$ cat src/rtl/lcd_pkg.sv
// Shared definitions for the LCD bus arbiter: FSM states and HD44780-style command words.
package lcd_pkg;

  typedef enum logic [1:0] {
    IDLE      = 2'd0,
    WAIT_DONE = 2'd1,
    SETTLE    = 2'd2,
    ACK       = 2'd3
  } busState_t;

  // {RS, byte} pairs, ready to be split onto a requester's data/RS lanes
  localparam logic [8:0] FUNC_SET = 9'h038;
  localparam logic [8:0] DISP_ON  = 9'h00C;
  localparam logic [8:0] CLEAR    = 9'h001;
  localparam logic [8:0] ENTRY    = 9'h006;
  localparam logic [8:0] LINE1    = 9'h080;
  localparam logic [8:0] LINE2    = 9'h0C0;
  localparam logic [8:0] SP       = 9'h120;

endpackage

$ cat src/rtl/rr_arbiter.sv
// Combinational round-robin pick: rotate requests by the pointer, take the lowest set bit,
// rotate back. A requesting lock owner overrides the rotation.
module rr_arbiter #(
  parameter int NREQ  = 2,
  parameter int PTR_W = 1
) (
  input  logic [NREQ-1:0]  req,
  input  logic [PTR_W-1:0] pointer,
  input  logic [NREQ-1:0]  lock,
  output logic [NREQ-1:0]  winner
);

  logic [NREQ-1:0] rot;
  logic [NREQ-1:0] pick;
  logic [NREQ-1:0] rotBack;
  logic [NREQ-1:0] lockReq;

  always_comb begin
    rot     = NREQ'({req, req} >> pointer);
    pick    = rot & (~rot + NREQ'(1));
    rotBack = NREQ'(({pick, pick} << pointer) >> NREQ);
    lockReq = lock & req;
    winner  = (|lockReq) ? lockReq : rotBack;
  end

endmodule

$ cat src/rtl/lcd_bus_arbiter.sv
// Shares one LCD_Controller byte-writer between NREQ requesters: round-robin with optional
// burst lock, start/done handshake with timeout, settle delay, then ack to the owner.
module lcd_bus_arbiter
  import lcd_pkg::*;
#(
  parameter int               NREQ    = 2,
  parameter int               DLY_W   = 18,
  parameter logic [DLY_W-1:0] DLY_MAX = 18'h3FFFE,
  parameter int               TMO_W   = 20
) (
  input  logic              iCLK,
  input  logic              iRST_N,
  input  logic [NREQ-1:0]   iREQ,
  input  logic [8*NREQ-1:0] iREQ_DATA,
  input  logic [NREQ-1:0]   iREQ_RS,
  input  logic [NREQ-1:0]   iREQ_LOCK,
  output logic [NREQ-1:0]   oGRANT,
  output logic [NREQ-1:0]   oACK,
  output logic              oERR,
  output logic              oBUSY,
  output logic [7:0]        oLCD_DATA,
  output logic              oLCD_RS,
  output logic              oLCD_Start,
  input  logic              iLCD_Done
);

  localparam int PTR_W = (NREQ > 2) ? 2 : 1;

  busState_t        state;
  logic [PTR_W-1:0] rrPtr;
  logic [NREQ-1:0]  lockOwner;
  logic [DLY_W-1:0] dlyCnt;
  logic [TMO_W-1:0] tmoCnt;

  logic [NREQ-1:0]  winner;
  logic [PTR_W-1:0] winIdx;
  logic [PTR_W-1:0] nextPtr;
  logic [7:0]       winData;
  logic             winRs;

  rr_arbiter #(
    .NREQ  (NREQ),
    .PTR_W (PTR_W)
  ) uArb (
    .req     (iREQ),
    .pointer (rrPtr),
    .lock    (lockOwner),
    .winner  (winner)
  );

  always_comb begin
    winIdx  = '0;
    winData = '0;
    for (int unsigned i = 0; i < NREQ; i++) begin
      if (winner[i]) begin
        winIdx  = PTR_W'(i);
        winData = iREQ_DATA[8*i +: 8];
      end
    end
    winRs   = |(iREQ_RS & winner);
    nextPtr = (winIdx == PTR_W'(NREQ - 1)) ? '0 : winIdx + 1'b1;
  end

  always_ff @(posedge iCLK or negedge iRST_N) begin
    if (!iRST_N) begin
      state      <= IDLE;
      rrPtr      <= '0;
      lockOwner  <= '0;
      dlyCnt     <= '0;
      tmoCnt     <= '0;
      oGRANT     <= '0;
      oACK       <= '0;
      oERR       <= 1'b0;
      oBUSY      <= 1'b0;
      oLCD_DATA  <= '0;
      oLCD_RS    <= 1'b0;
      oLCD_Start <= 1'b0;
    end else begin
      oACK <= '0;
      oERR <= 1'b0;
      case (state)
        IDLE: begin
          // a silent lock owner gives up the lock; the arbiter already fell back to rr
          if ((lockOwner & iREQ) == '0) lockOwner <= '0;
          if (|iREQ) begin
            oGRANT     <= winner;
            oLCD_DATA  <= winData;
            oLCD_RS    <= winRs;
            oLCD_Start <= 1'b1;
            oBUSY      <= 1'b1;
            rrPtr      <= nextPtr;
            tmoCnt     <= '0;
            state      <= WAIT_DONE;
          end
        end
        WAIT_DONE: begin
          if (iLCD_Done) begin
            oLCD_Start <= 1'b0;
            tmoCnt     <= '0;
            state      <= SETTLE;
          end else if (tmoCnt == '1) begin
            oLCD_Start <= 1'b0;
            oERR       <= 1'b1;
            tmoCnt     <= '0;
            state      <= SETTLE;
          end else begin
            tmoCnt <= tmoCnt + 1'b1;
          end
        end
        SETTLE: begin
          if (dlyCnt == DLY_MAX) begin
            dlyCnt <= '0;
            // registered here so the pulse is visible while in ACK
            oACK   <= oGRANT;
            state  <= ACK;
          end else begin
            dlyCnt <= dlyCnt + 1'b1;
          end
        end
        ACK: begin
          lockOwner <= (|(iREQ_LOCK & oGRANT)) ? oGRANT : '0;
          oGRANT    <= '0;
          oBUSY     <= 1'b0;
          state     <= IDLE;
        end
        default: state <= IDLE;
      endcase
    end
  end

endmodule
$ cat config.mk
export PLATFORM = sky130hd
export DESIGN_NAME = lcd_bus_arbiter
export DESIGN_NICKNAME = d
export VERILOG_FILES = /design/src/rtl/lcd_pkg.sv /design/src/rtl/rr_arbiter.sv /design/src/rtl/lcd_bus_arbiter.sv
export SDC_FILE = /design/constraint.sdc
export NUM_CORES = 1
export LEC_CHECK = 0
export CAP_MARGIN = 10
export CORE_ASPECT_RATIO = 0.7
export CORE_UTILIZATION = 42
export DETAILED_ROUTE_END_ITERATION = 8
export HOLD_SLACK_MARGIN = 0.06
export PLACE_DENSITY = 0.68
export SYNTH_ARGS = -nofsm -noshare
export SYNTH_HDL_FRONTEND = slang
export SYNTH_SLANG_ARGS = --single-unit
$ cat constraint.sdc
create_clock -name iCLK -period 2.8 [get_ports iCLK]
set_clock_uncertainty 0.2 [all_clocks]
set_input_delay 0.56 -clock iCLK [delete_from_list [all_inputs] [get_ports iCLK]]
set_output_delay 0.56 -clock iCLK [all_outputs]
set_load 0.01 [all_outputs]
==> results of run 1 <==
[sequential cells by signal (all words and copies together) (netlist names)]
name,flops
lockOwner,2
tmoCnt,20
oGRANT,2
oLCD_DATA,8
oERR,1
oACK,2
dlyCnt,18
rrPtr,1
state,2
oBUSY,1
oLCD_RS,1
oLCD_Start,1
[power by group]
part,leakage [uW],internal [uW],switching [uW]
combinational,0.000729,519,606
clock,0.0000905,368,316
sequential,0.000777,1020,134
total,0.00160,1900,1060
[logic make-up (layout without fill, tap and decap cells)]
| family | count (synthesis) | in the layout | synth area share |
|---|---|---|---|
| buffers and inverters | 26 | 82 | 0.0409 |
| DFF | 59 | 59 | 0.482 |
| adders and majority gates | 8 | 8 | 0.0327 |
| and+or+nand+nor | 139 | 139 | 0.224 |
| xor gates and xnor gates | 16 | 16 | 0.0458 |
| muxes | 2 | 2 | 0.00695 |
| AOI/OAI and AO/OA | 76 | 76 | 0.167 |
[worst max-delay path, stage by stage (launching register included)]
cell                       delay [ns]
sky130_fd_sc_hd__dfrtp_1         0.40
sky130_fd_sc_hd__ha_1            0.25
sky130_fd_sc_hd__nand4_1         0.25
sky130_fd_sc_hd__nor3_2          0.34
sky130_fd_sc_hd__a21oi_4         0.16
sky130_fd_sc_hd__a211oi_4        0.26
sky130_fd_sc_hd__mux2_1          0.34
[area by class of cell]
| class | instances | area, sq um | share of cell area |
|---|---|---|---|
| Inverter | 15 | 56.3 | 0.0149 |
| Sequential cell | 59 | 1480 | 0.391 |
| Multi-Input combinational cell | 241 | 1460 | 0.386 |
| Clock buffer | 14 | 163 | 0.0431 |
| Tap cell | 94 | 118 | 0.0312 |
| Clock inverter | 2 | 10.0 | 0.00265 |
| Timing Repair Buffer | 51 | 493 | 0.131 |
[path summary, 6_finish.rpt]
path	startpoint	endpoint	slack, ns	cells past startpoint
max in group asynchronous	iRST_N	dlyCnt[16]	1.27	3
setup reg to reg	tmoCnt[0]	state[1]	0.49	6
setup / recovery	tmoCnt[0]	state[1]	0.49	6
hold reg to reg	tmoCnt[16]	tmoCnt[16]	0.29	1
min in group asynchronous	iRST_N	tmoCnt[18]	0.55	2
hold / removal	tmoCnt[16]	tmoCnt[16]	0.29	1
[metal layers]
| metal | global-route usage | wire [um] |
|---|---|---|
| met1 | 0.268 | 3450 |
| met2 | 0.282 | 2690 |
| met3 | 0.0603 | 381 |
| met4 | 0.0571 | 54 |
| met5 | 0 | 0 |
[cells in the mapped netlist (3+ instances only)]
cell type                  count
sky130_fd_sc_hd__a21o_1        3
sky130_fd_sc_hd__inv_1        15
sky130_fd_sc_hd__nor3_2        3
sky130_fd_sc_hd__nor2_1       53
sky130_fd_sc_hd__dfrtp_1      59
sky130_fd_sc_hd__nand4_1       8
sky130_fd_sc_hd__nand2_1      21
sky130_fd_sc_hd__xor2_1       14
sky130_fd_sc_hd__and2_1        3
sky130_fd_sc_hd__a221oi_1     10
sky130_fd_sc_hd__nand3_1      20
sky130_fd_sc_hd__nor3_1        7
sky130_fd_sc_hd__nand2b_1      4
sky130_fd_sc_hd__o21ai_1      15
sky130_fd_sc_hd__ha_1          8
sky130_fd_sc_hd__a21oi_1      13
sky130_fd_sc_hd__or3_1         6
sky130_fd_sc_hd__o21ai_0      15
sky130_fd_sc_hd__clkbuf_1      3
sky130_fd_sc_hd__and3_1        4
sky130_fd_sc_hd__o31ai_1       4
sky130_fd_sc_hd__buf_2         4
[through the flow]
step,hold slack [ns],instances,worst slack [ns],utilization
2_1_floorplan,0.0644,326,0.758,-
3_3_place_gp,0.265,459,0.276,0.522
3_5_place_dp,0.284,459,0.185,0.522
4_1_cts,0.293,476,0.493,0.549
5_1_grt,0.305,476,0.309,0.549
6_report,0.287,476,0.488,0.549
==> results_tabular.tex, run 1 <==
\begin{tabular}{lr}
\hline
Metric & Value \\
\hline
\multicolumn{2}{l}{\textbf{Worst hold path}} \\
\quad Class of the worst hold path & reg2reg \\
\multicolumn{2}{l}{\textbf{Drt}} \\
\quad Final WL & 6570 um \\
\quad Count of TritonRoute iterations in the first routing pass & 6 \\
\quad Initial detailed-routing violation count & 124 \\
\quad Number of antenna-violating nets in the routed design & 0 \\
\quad Routed len/inst & 13.8 um \\
\quad Vias & 2504 \\
\quad Drc violations & 0 \\
\quad Vias per cell & 5.26 \\
\multicolumn{2}{l}{\textbf{Pwr}} \\
\quad Sum of internal, switching and leakage power & 2960 uW \\
\quad Power per unit of standard cell area & 784 nW/um\^{}2 \\
\quad Static Leak & 0.00160 uW \\
\quad Largest voltage drop on the vdd net & 318 uV \\
\multicolumn{2}{l}{\textbf{Clock network}} \\
\quad CTS clock-pin slew for the worst setup and hold paths & 0.07 ns \\
\quad TritonCTS clock tree & done \\
\quad Worst-case clock buffer depth & 2 \\
\quad Cell at the root of the clock tree & sky130\_fd\_sc\_hd\_\_clkbuf\_8 \\
\quad Number of hold buffers added after cts & 1 \\
\quad \# H-tree levels & 3 \\
\quad Total CTS buffers & 9 \\
\quad Setup Buffers After CTS & 0 \\
\quad Sinks on Clock Net & 59 \\
\quad PostCTS Resize Cnt & 0 \\
\quad Latest clock arrival within the worst-skew pair & 0.34 ns \\
\multicolumn{2}{l}{\textbf{GRT}} \\
\quad Number of antenna violations at the first check in global routing & 0 \\
\quad First-pass GRT wire length & 11300 um \\
\quad Pin count of the biggest net entering global routing & 38 \\
\quad Aggregate global-route resource usage & 0.191 \\
\quad Via count of the first global-routing pass & 2331 \\
\quad Total congestion overflow & 0 \\
\multicolumn{2}{l}{\textbf{Floorplan}} \\
\quad Standard-cell rows & 25 \\
\quad Die Footprint & 7640 sq um \\
\quad Floorplan die width & 104 um \\
\quad Top-Level Pins & 41 \\
\quad Initial Utilization & 0.445 \\
\quad Core footprint & 6880 sq um \\
\quad Vertical die dimension & 73.4 um \\
\multicolumn{2}{l}{\textbf{Cells and area}} \\
\quad Diode count & 0 \\
\quad Area growth from synthesis to final layout & 23.3\% \\
\quad Post-route standard cell area excluding fillers & 3770 sq um \\
\quad Proportion of layout cells with a drive suffix above 1 & 0.0916 \\
\quad Final net count & 410 \\
\quad Number of fill cells in the layout & 650 \\
\quad Leading cell type in the layout, fill and taps excluded & sky130\_fd\_sc\_hd\_\_dfrtp\_1 \\
\quad Top library cells by usage in the layout, fill and taps aside & sky130\_fd\_sc\_hd\_\_dfrtp\_1, sky130\_fd\_sc\_hd\_\_nor2\_1, sky130\_fd\_sc\_hd\_\_clkdlybuf4s50\_1 \\
\multicolumn{2}{l}{\textbf{Status}} \\
\quad Run status & finished clean \\
\multicolumn{2}{l}{\textbf{STA}} \\
\quad Min Clock Period, post-route & 2.31 ns \\
\quad Period Utilization, post-route & 0.826 \\
\quad Setup repair after global routing missed its margin & false \\
\quad Setup TNS & 0 ns \\
\quad Slew @ Worst Pin & 0.559 ns \\
\quad Maximum clock rate & 432 MHz \\
\quad Final setup violation count & 0 \\
\quad Final hold viol count & 0 \\
\quad Worst max-slew margin expressed relative to the limit & 0.624 \\
\quad Max Slew Vio Count & 0 \\
\multicolumn{2}{l}{\textbf{Placed design}} \\
\quad Area post-placement & 3590 sq um \\
\quad Post-DP HPWL & 4710 um \\
\quad Final RePlAce weighted congestion & 0.842 \\
\quad Port-buffer cells & 40 \\
\multicolumn{2}{l}{\textbf{Synth}} \\
\quad Count of state elements after synthesis & 59 \\
\quad Number of instances in the synthesized netlist & 326 \\
\quad Mapped cell area & 3060 sq um \\
\quad Fraction of synthesis flops using an asynchronous set or reset pin & 1.00 \\
\quad Total nets after synthesis & 359 \\
\quad Area contributors post-synth & sky130\_fd\_sc\_hd\_\_dfrtp\_1, sky130\_fd\_sc\_hd\_\_nor2\_1, sky130\_fd\_sc\_hd\_\_xor2\_1 \\
\quad Yosys synthesis warning count & 0 \\
\quad Most frequently used flop master after synthesis & sky130\_fd\_sc\_hd\_\_dfrtp\_1 \\
\quad Number of unique standard cell types used by synthesis & 47 \\
\quad Cell type contributing the most total cell area after synthesis & sky130\_fd\_sc\_hd\_\_dfrtp\_1 \\
\quad Register area share after synthesis & 0.482 \\
\quad Mean cell area of the mapped netlist & 9.39 sq um \\
\quad Count of flip-flops with a built-in enable after synthesis & 0 \\
\quad Proportion of netlist area held by the largest area contributor & 0.482 \\
\multicolumn{2}{l}{\textbf{Job}} \\
\quad Max cap viols & 0 \\
\multicolumn{2}{l}{\textbf{Setup path}} \\
\quad Critical Path Start Type & flop \\
\quad Crit end category & flop \\
\quad Maximum fanout along the worst path & 9 \\
\quad Crit Path Category & reg2reg \\
\quad Worst EP required & 2.82 ns \\
\quad Arrival time of the worst setup path & 2.33 ns \\
\hline
\end{tabular}
Note: power is estimated with default switching activity, not from simulation.
==> run 2, diff against run 1 <==
Settings changed: PLACE_DENSITY 0.68 to 0.7.
Clock period 2.8 ns to 1.9 ns, I/O delays scaled along.
==> run 2 against run 1 <==
The flow now finishes with violations (setup timing). Combinational power is 120% higher. Power is 70% higher. Clock-buffer cell count is 2 lower. Non-clock buffer count is 66 higher. Critical path depth is 2 higher. Routed wire length is 20% higher. Hold slack better by 0.0057 ns. Via count is 15% higher. Sequential share of layout area is 6.0 points lower. Maximum frequency is 20% higher. Worst setup slack worse by 0.52 ns. Critical path type unchanged. Largest cell class is now multi-input gates. Highest routed layer unchanged.
==> results_tabular.tex, run 2 (synthesis gave the netlist of run 1 again) <==
\begin{tabular}{lr}
\hline
Metric & Value \\
\hline
\multicolumn{2}{l}{\textbf{Floorplan}} \\
\quad Top-Level Pins & 41 \\
\quad Standard-cell rows & 25 \\
\quad Initial Utilization & 0.445 \\
\quad Core footprint & 6880 sq um \\
\quad Floorplan die width & 104 um \\
\quad Vertical die dimension & 73.4 um \\
\quad Die Footprint & 7640 sq um \\
\multicolumn{2}{l}{\textbf{Status}} \\
\quad Run status & complete, but fails checks \\
\quad Failing checks & setup timing \\
\multicolumn{2}{l}{\textbf{Placed design}} \\
\quad Final RePlAce weighted congestion & 0.882 \\
\quad Port-buffer cells & 40 \\
\quad Post-DP HPWL & 5470 um \\
\quad Pre-CTS worst setup slack & -0.394 ns \\
\multicolumn{2}{l}{\textbf{Cells and area}} \\
\quad Proportion of layout cells with a drive suffix above 1 & 0.290 \\
\quad Leading cell type in the layout, fill and taps excluded & sky130\_fd\_sc\_hd\_\_buf\_4 \\
\quad Max FFs per register & 20 \\
\quad Top Registers & tmoCnt (20), dlyCnt (18), oLCD\_DATA (8) \\
\quad Final net count & 477 \\
\quad Register bank with the most flops & tmoCnt \\
\quad Top library cells by usage in the layout, fill and taps aside & sky130\_fd\_sc\_hd\_\_buf\_4, sky130\_fd\_sc\_hd\_\_dfrtp\_1, sky130\_fd\_sc\_hd\_\_nor2\_1 \\
\quad Utilization after layout & 0.648 \\
\quad Area growth from synthesis to final layout & 45.7\% \\
\quad Diode count & 0 \\
\multicolumn{2}{l}{\textbf{Pwr}} \\
\quad Sw power & 1780 uW \\
\quad Static Leak & 0.00201 uW \\
\quad Combinational power share & 0.484 \\
\quad Switching part of the total & 0.353 \\
\quad Sequential group share of total power & 0.326 \\
\quad Largest voltage drop on the vdd net & 829 uV \\
\quad Internal power of the cells & 3260 uW \\
\quad Power share of the clock group & 0.190 \\
\quad Power per unit of standard cell area & 1130 nW/um\^{}2 \\
\multicolumn{2}{l}{\textbf{Drt}} \\
\quad Routed len/inst & 14.6 um \\
\quad Drc violations & 0 \\
\quad Final WL & 7890 um \\
\quad Vias & 2882 \\
\quad Count of TritonRoute iterations in the first routing pass & 4 \\
\quad Number of antenna-violating nets in the routed design & 0 \\
\quad Vias per cell & 5.32 \\
\quad Initial detailed-routing violation count & 146 \\
\multicolumn{2}{l}{\textbf{Setup path}} \\
\quad Worst EP required & 1.96 ns \\
\quad Arrival time of the worst setup path & 1.99 ns \\
\quad Launching instance or port of the critical path & tmoCnt[0] \\
\quad Critical Path Start Type & flop \\
\quad Maximum fanout along the worst path & 5 \\
\quad Crit Path Category & reg2reg \\
\quad R2R Path End & tmoCnt[3] \\
\quad Crit end category & flop \\
\quad Worst-case register-to-register setup slack & -0.03 ns \\
\quad Reg-to-Reg Start & tmoCnt[0] \\
\quad R2R depth & 8 \\
\quad Critical path endpoint & tmoCnt[3] \\
\multicolumn{2}{l}{\textbf{Clock network}} \\
\quad TritonCTS clock tree & done \\
\quad \# H-tree levels & 3 \\
\quad Cell at the root of the clock tree & sky130\_fd\_sc\_hd\_\_clkbuf\_8 \\
\quad Latest clock arrival within the worst-skew pair & 0.34 ns \\
\quad CTS clock-pin slew for the worst setup and hold paths & 0.06 ns \\
\quad Worst-case clock buffer depth & 2 \\
\quad Total CTS buffers & 9 \\
\quad Sinks on Clock Net & 59 \\
\multicolumn{2}{l}{\textbf{STA}} \\
\quad Worst max-slew margin expressed relative to the limit & 0.753 \\
\quad Final hold viol count & 0 \\
\quad Fin worst setup slack & -0.0273 ns \\
\quad Maximum clock rate & 519 MHz \\
\quad Setup repair after global routing missed its margin & true \\
\quad Min Clock Period, post-route & 1.93 ns \\
\quad Final setup violation count & 5 \\
\quad Period Utilization, post-route & 1.01 \\
\quad Final worst hold slack & 0.293 ns \\
\quad Slew @ Worst Pin & 0.370 ns \\
\quad Max Slew Vio Count & 0 \\
\multicolumn{2}{l}{\textbf{Worst hold path}} \\
\quad Class of the worst hold path & reg2reg \\
\quad Worst hold path depth & 1 \\
\multicolumn{2}{l}{\textbf{GRT}} \\
\quad Number of antenna violations at the first check in global routing & 0 \\
\quad Via count of the first global-routing pass & 2795 \\
\quad First-pass GRT wire length & 13000 um \\
\quad Total congestion overflow & 0 \\
\quad Pin count of the biggest net entering global routing & 60 \\
\quad Aggregate global-route resource usage & 0.218 \\
\multicolumn{2}{l}{\textbf{Job}} \\
\quad Max cap viols & 0 \\
\hline
\end{tabular}
[run 2: cell count changes in the layout (fill, tap and decap cells not counted), sizes merged]
cell | before | now
clkbuf | 14 | 12
clkdlybuf4s50 | 39 | 37
dlymetal6s2s | 0 | 2
clkinv | 2 | 3
buf | 11 | 77
a21o | 4 | 5
[run 2: worst max-delay path, stage by stage, from the launching register on]
cell and delay, ns:
sky130_fd_sc_hd__dfrtp_1 0.39, sky130_fd_sc_hd__ha_2 0.19, sky130_fd_sc_hd__nand4_1 0.10, sky130_fd_sc_hd__nor3_2 0.05, sky130_fd_sc_hd__buf_4 0.15, sky130_fd_sc_hd__buf_6 0.12, sky130_fd_sc_hd__a21o_4 0.23, sky130_fd_sc_hd__or3_1 0.34
sky130_fd_sc_hd__o21ai_1 0.08
[run 2: how the worst min path moves through the flow]
stage,start,to,slack (ns)
6_report,tmoCnt[16],tmoCnt[16],0.29
5_1_grt,tmoCnt[12],tmoCnt[12],0.33
4_1_cts,tmoCnt[16],tmoCnt[16],0.29
3_5_place_dp,iRST_N,tmoCnt[8],0.22
3_3_place_gp,iRST_N,dlyCnt[13],0.22
2_1_floorplan,iRST_N,dlyCnt[0],-0.12
[run 2: metrics by stage]
| step | cells | cell area (sq um) | power [uW] | TNS (ns) |
|---|---|---|---|---|
| after global placement | 517 | 4070 | 3810 | -8.00 |
| after detailed placement | 517 | 4070 | 3870 | -9.06 |
| after CTS | 540 | 4350 | 4960 | -0.0713 |
| after global routing | 542 | 4460 | 5380 | -0.959 |
| final | 542 | 4460 | 5040 | -0.0865 |
| after floorplan | 326 | 3100 | 2770 | -0.160 |
[run 2: area by class of cell]
cell class | instances | area [sq um]
clock buffers | 12 | 145
clock inverters | 3 | 15.0
fillers | 559 | 2420
inverters | 15 | 56.3
multi-input cells | 242 | 1630
flip-flops and latches | 59 | 1480
well taps | 94 | 118
repair buffers | 117 | 1020
[run 2: layer usage]
metal  GRT usage  wire (um)
met1       0.286       3780
met2       0.350       3680
met3      0.0630        317
met4      0.0714        118
met5           0          0
[run 2: power by group through the flow]
stage                     Combinational (uW)  Clock (uW)  Sequential, uW
after detailed placement                2210           0            1660
after floorplan                         1010           0            1760
after global placement                  2160           0            1650
after CTS                               2330         992            1640
after global routing                    2670        1030            1670
final                                   2440         959            1640
[run 2: repair_timing]
item                                   4_1_cts  5_1_grt
endpoints found under the hold margin       59        0
gates cloned                                 1        0
resized for setup                           12       22
pin swaps                                    5        8
setup buffers                                6        2
setup endpoints to repair                   17       38
hold buffers                                 1        0
==> run 3, diff against run 2 <==
Settings changed: PLACE_DENSITY 0.7 to not set, PLACE_DENSITY_LB_ADDON set to 0.12.
==> run 3 against run 2 <==
The flow now finishes without violations. Power is 0.80% higher. Sequential cell count stayed put. Routed wire length is 7.6% lower. Largest cell class unchanged. Largest power group unchanged. Highest routed layer unchanged.
==> results_tabular.tex, run 3 (synthesis gave the netlist of run 1 again) <==
\begin{tabular}{lr}
\hline
Metric & Value \\
\hline
\multicolumn{2}{l}{\textbf{Drt}} \\
\quad Initial detailed-routing violation count & 98 \\
\quad Wire length on met1 & 3570 um \\
\quad Routed len/inst & 13.5 um \\
\quad Vias per cell & 5.10 \\
\quad Vias & 2760 \\
\quad Sum of met3 wire segment lengths after detailed routing & 230 um \\
\quad Drc violations & 0 \\
\quad Number of antenna-violating nets in the routed design & 0 \\
\quad Final WL & 7290 um \\
\quad Total met2 wirelength after detailed routing & 3440 um \\
\quad Top Metal Used & met4 \\
\quad Count of TritonRoute iterations in the first routing pass & 4 \\
\multicolumn{2}{l}{\textbf{Floorplan}} \\
\quad Standard-cell rows & 25 \\
\quad Initial Utilization & 0.445 \\
\quad Vertical die dimension & 73.4 um \\
\quad Floorplan die width & 104 um \\
\quad Die Footprint & 7640 sq um \\
\quad Top-Level Pins & 41 \\
\quad Core footprint & 6880 sq um \\
\multicolumn{2}{l}{\textbf{Setup path}} \\
\quad R2R depth & 6 \\
\quad Crit Path Category & reg2reg \\
\quad Arrival time of the worst setup path & 1.91 ns \\
\quad Worst EP required & 1.92 ns \\
\quad Crit end category & flop \\
\quad Maximum fanout along the worst path & 3 \\
\quad R2R Path End & state[1] \\
\quad Worst-case register-to-register setup slack & 0.01 ns \\
\quad Critical Path Start Type & flop \\
\quad Reg-to-Reg Start & tmoCnt[12] \\
\multicolumn{2}{l}{\textbf{Worst hold path}} \\
\quad Worst hold start & oLCD\_Start \\
\quad Worst hold path depth & 2 \\
\quad Hold endpoint & oLCD\_Start \\
\quad Class of the worst hold path & reg2reg \\
\multicolumn{2}{l}{\textbf{Clock network}} \\
\quad TritonCTS clock tree & done \\
\quad \# H-tree levels & 3 \\
\quad CTS clock-pin slew for the worst setup and hold paths & 0.07 ns \\
\quad Cell at the root of the clock tree & sky130\_fd\_sc\_hd\_\_clkbuf\_8 \\
\quad Sinks on Clock Net & 59 \\
\quad Worst-case clock buffer depth & 2 \\
\quad Latest clock arrival within the worst-skew pair & 0.33 ns \\
\quad Total CTS buffers & 9 \\
\multicolumn{2}{l}{\textbf{Pwr}} \\
\quad Power share of the clock group & 0.197 \\
\quad Static Leak & 0.00199 uW \\
\quad Sum of internal, switching and leakage power & 5080 uW \\
\quad Largest voltage drop on the vdd net & 559 uV \\
\quad Sw power & 1800 uW \\
\quad Internal power of the cells & 3290 uW \\
\quad Switching part of the total & 0.353 \\
\quad Sequential group share of total power & 0.323 \\
\quad Power per unit of standard cell area & 1140 nW/um\^{}2 \\
\quad Combinational power share & 0.480 \\
\multicolumn{2}{l}{\textbf{STA}} \\
\quad Slew @ Worst Pin & 0.352 ns \\
\quad Final setup violation count & 0 \\
\quad Worst max-slew margin expressed relative to the limit & 0.765 \\
\quad Final hold viol count & 0 \\
\quad Setup repair after global routing missed its margin & true \\
\quad Period Utilization, post-route & 0.994 \\
\quad Fin worst setup slack & 0.0119 ns \\
\quad Max Slew Vio Count & 0 \\
\quad Maximum clock rate & 530 MHz \\
\quad Min Clock Period, post-route & 1.89 ns \\
\multicolumn{2}{l}{\textbf{GRT}} \\
\quad First-pass GRT wire length & 12100 um \\
\quad Via count of the first global-routing pass & 2679 \\
\quad Total congestion overflow & 0 \\
\quad Aggregate global-route resource usage & 0.202 \\
\quad Pin count of the biggest net entering global routing & 60 \\
\quad Number of antenna violations at the first check in global routing & 0 \\
\multicolumn{2}{l}{\textbf{Cells and area}} \\
\quad Diode count & 0 \\
\quad Register bank with the most flops & tmoCnt \\
\quad Final net count & 475 \\
\quad Max FFs per register & 20 \\
\quad Top library cells by usage in the layout, fill and taps aside & sky130\_fd\_sc\_hd\_\_buf\_4, sky130\_fd\_sc\_hd\_\_dfrtp\_1, sky130\_fd\_sc\_hd\_\_nor2\_1 \\
\quad Proportion of layout cells with a drive suffix above 1 & 0.291 \\
\quad Area growth from synthesis to final layout & 45.5\% \\
\quad Leading cell type in the layout, fill and taps excluded & sky130\_fd\_sc\_hd\_\_buf\_4 \\
\quad Top Registers & tmoCnt (20), dlyCnt (18), oLCD\_DATA (8) \\
\quad Number of fill cells in the layout & 590 \\
\multicolumn{2}{l}{\textbf{Placed design}} \\
\quad Pre-CTS worst setup slack & -0.310 ns \\
\quad Port-buffer cells & 40 \\
\quad Post-DP HPWL & 5240 um \\
\quad Final RePlAce weighted congestion & 0.828 \\
\multicolumn{2}{l}{\textbf{Status}} \\
\quad Run status & finished clean \\
\multicolumn{2}{l}{\textbf{Job}} \\
\quad Max cap viols & 0 \\
\hline
\end{tabular}
[run 3: cell types whose count changed in the layout (fill, tap and decap cells not counted), moves of 2 or more]
cell,before,now
sky130_fd_sc_hd__buf_6,4,2
sky130_fd_sc_hd__clkdlybuf4s50_1,37,39
sky130_fd_sc_hd__dlymetal6s2s_1,2,0
sky130_fd_sc_hd__ha_1,4,2
sky130_fd_sc_hd__nor2_1,51,49
sky130_fd_sc_hd__nor2_2,2,4
sky130_fd_sc_hd__nor3_1,4,6
sky130_fd_sc_hd__nor3_2,5,2
sky130_fd_sc_hd__o31ai_2,2,0
[run 3: critical path: stages (launching register included)]
cell	delay (ns)
sky130_fd_sc_hd__dfrtp_1	0.38
sky130_fd_sc_hd__nand4_1	0.22
sky130_fd_sc_hd__nor3_2	0.22
sky130_fd_sc_hd__buf_4	0.17
sky130_fd_sc_hd__a21oi_4	0.07
sky130_fd_sc_hd__a211oi_4	0.19
sky130_fd_sc_hd__mux2_4	0.32
[run 3: worst max-delay path by stage]
stage | startpoint | to | slack [ns] | depth (start not counted)
final | tmoCnt[12] | state[1] | 0.01 | 6
after global routing | dlyCnt[0] | state[1] | -0.08 | 7
after CTS | dlyCnt[0] | state[1] | 0.009 | 7
after detailed placement | iREQ[1] | oLCD_DATA[2] | -0.31 | 6
after global placement | iREQ[1] | tmoCnt[9] | -0.26 | 6
after floorplan | tmoCnt[0] | state[1] | -0.07 | 6
[run 3: layout make-up]
cell class / count / area [sq um] / share of cell area
sequential: 59 / 1480 / 0.332
clock inverter: 4 / 26.3 / 0.00590
tap: 94 / 118 / 0.0264
clock buffer: 12 / 145 / 0.0326
multi-input combinational: 241 / 1620 / 0.364
timing repair buffer: 116 / 1010 / 0.226
inverter: 15 / 56.3 / 0.0126
[run 3: power groups by stage]
stage / logic, uW / clock network, uW / registers [uW]
floorplan: 1010 / 0 / 1760
global placement: 2200 / 0 / 1650
detailed placement: 2220 / 0 / 1650
CTS: 2250 / 1040 / 1640
global route: 2650 / 1090 / 1680
finish: 2440 / 999 / 1640
[run 3: timing repair]
action                                  in CTS  in global routing
pin swaps                                    1                  8
endpoints found under the setup margin      17                 36
resized for setup                            9                 25
hold buffers                                 1                  0
setup buffers                                0                  4
hold endpoints to repair                    59                  0
[run 3: per-layer routing]
metal  up-vias  global-route usage
met5         -                   0
met4         0              0.0667
met3         4              0.0524
met2        46               0.324
met1      1322               0.271
li1       1388                   -
[run 3: through the flow]
stage | utilization | TNS, ns | hold slack (ns) | area (sq um) | instances
after floorplan | - | -0.160 | -0.116 | 3100 | 326
after global placement | 0.595 | -6.47 | 0.217 | 4100 | 520
after detailed placement | 0.595 | -8.30 | 0.214 | 4100 | 520
after CTS | 0.627 | 0 | 0.304 | 4320 | 537
after global routing | 0.647 | -0.393 | 0.332 | 4450 | 541
final | 0.647 | 0 | 0.305 | 4450 | 541
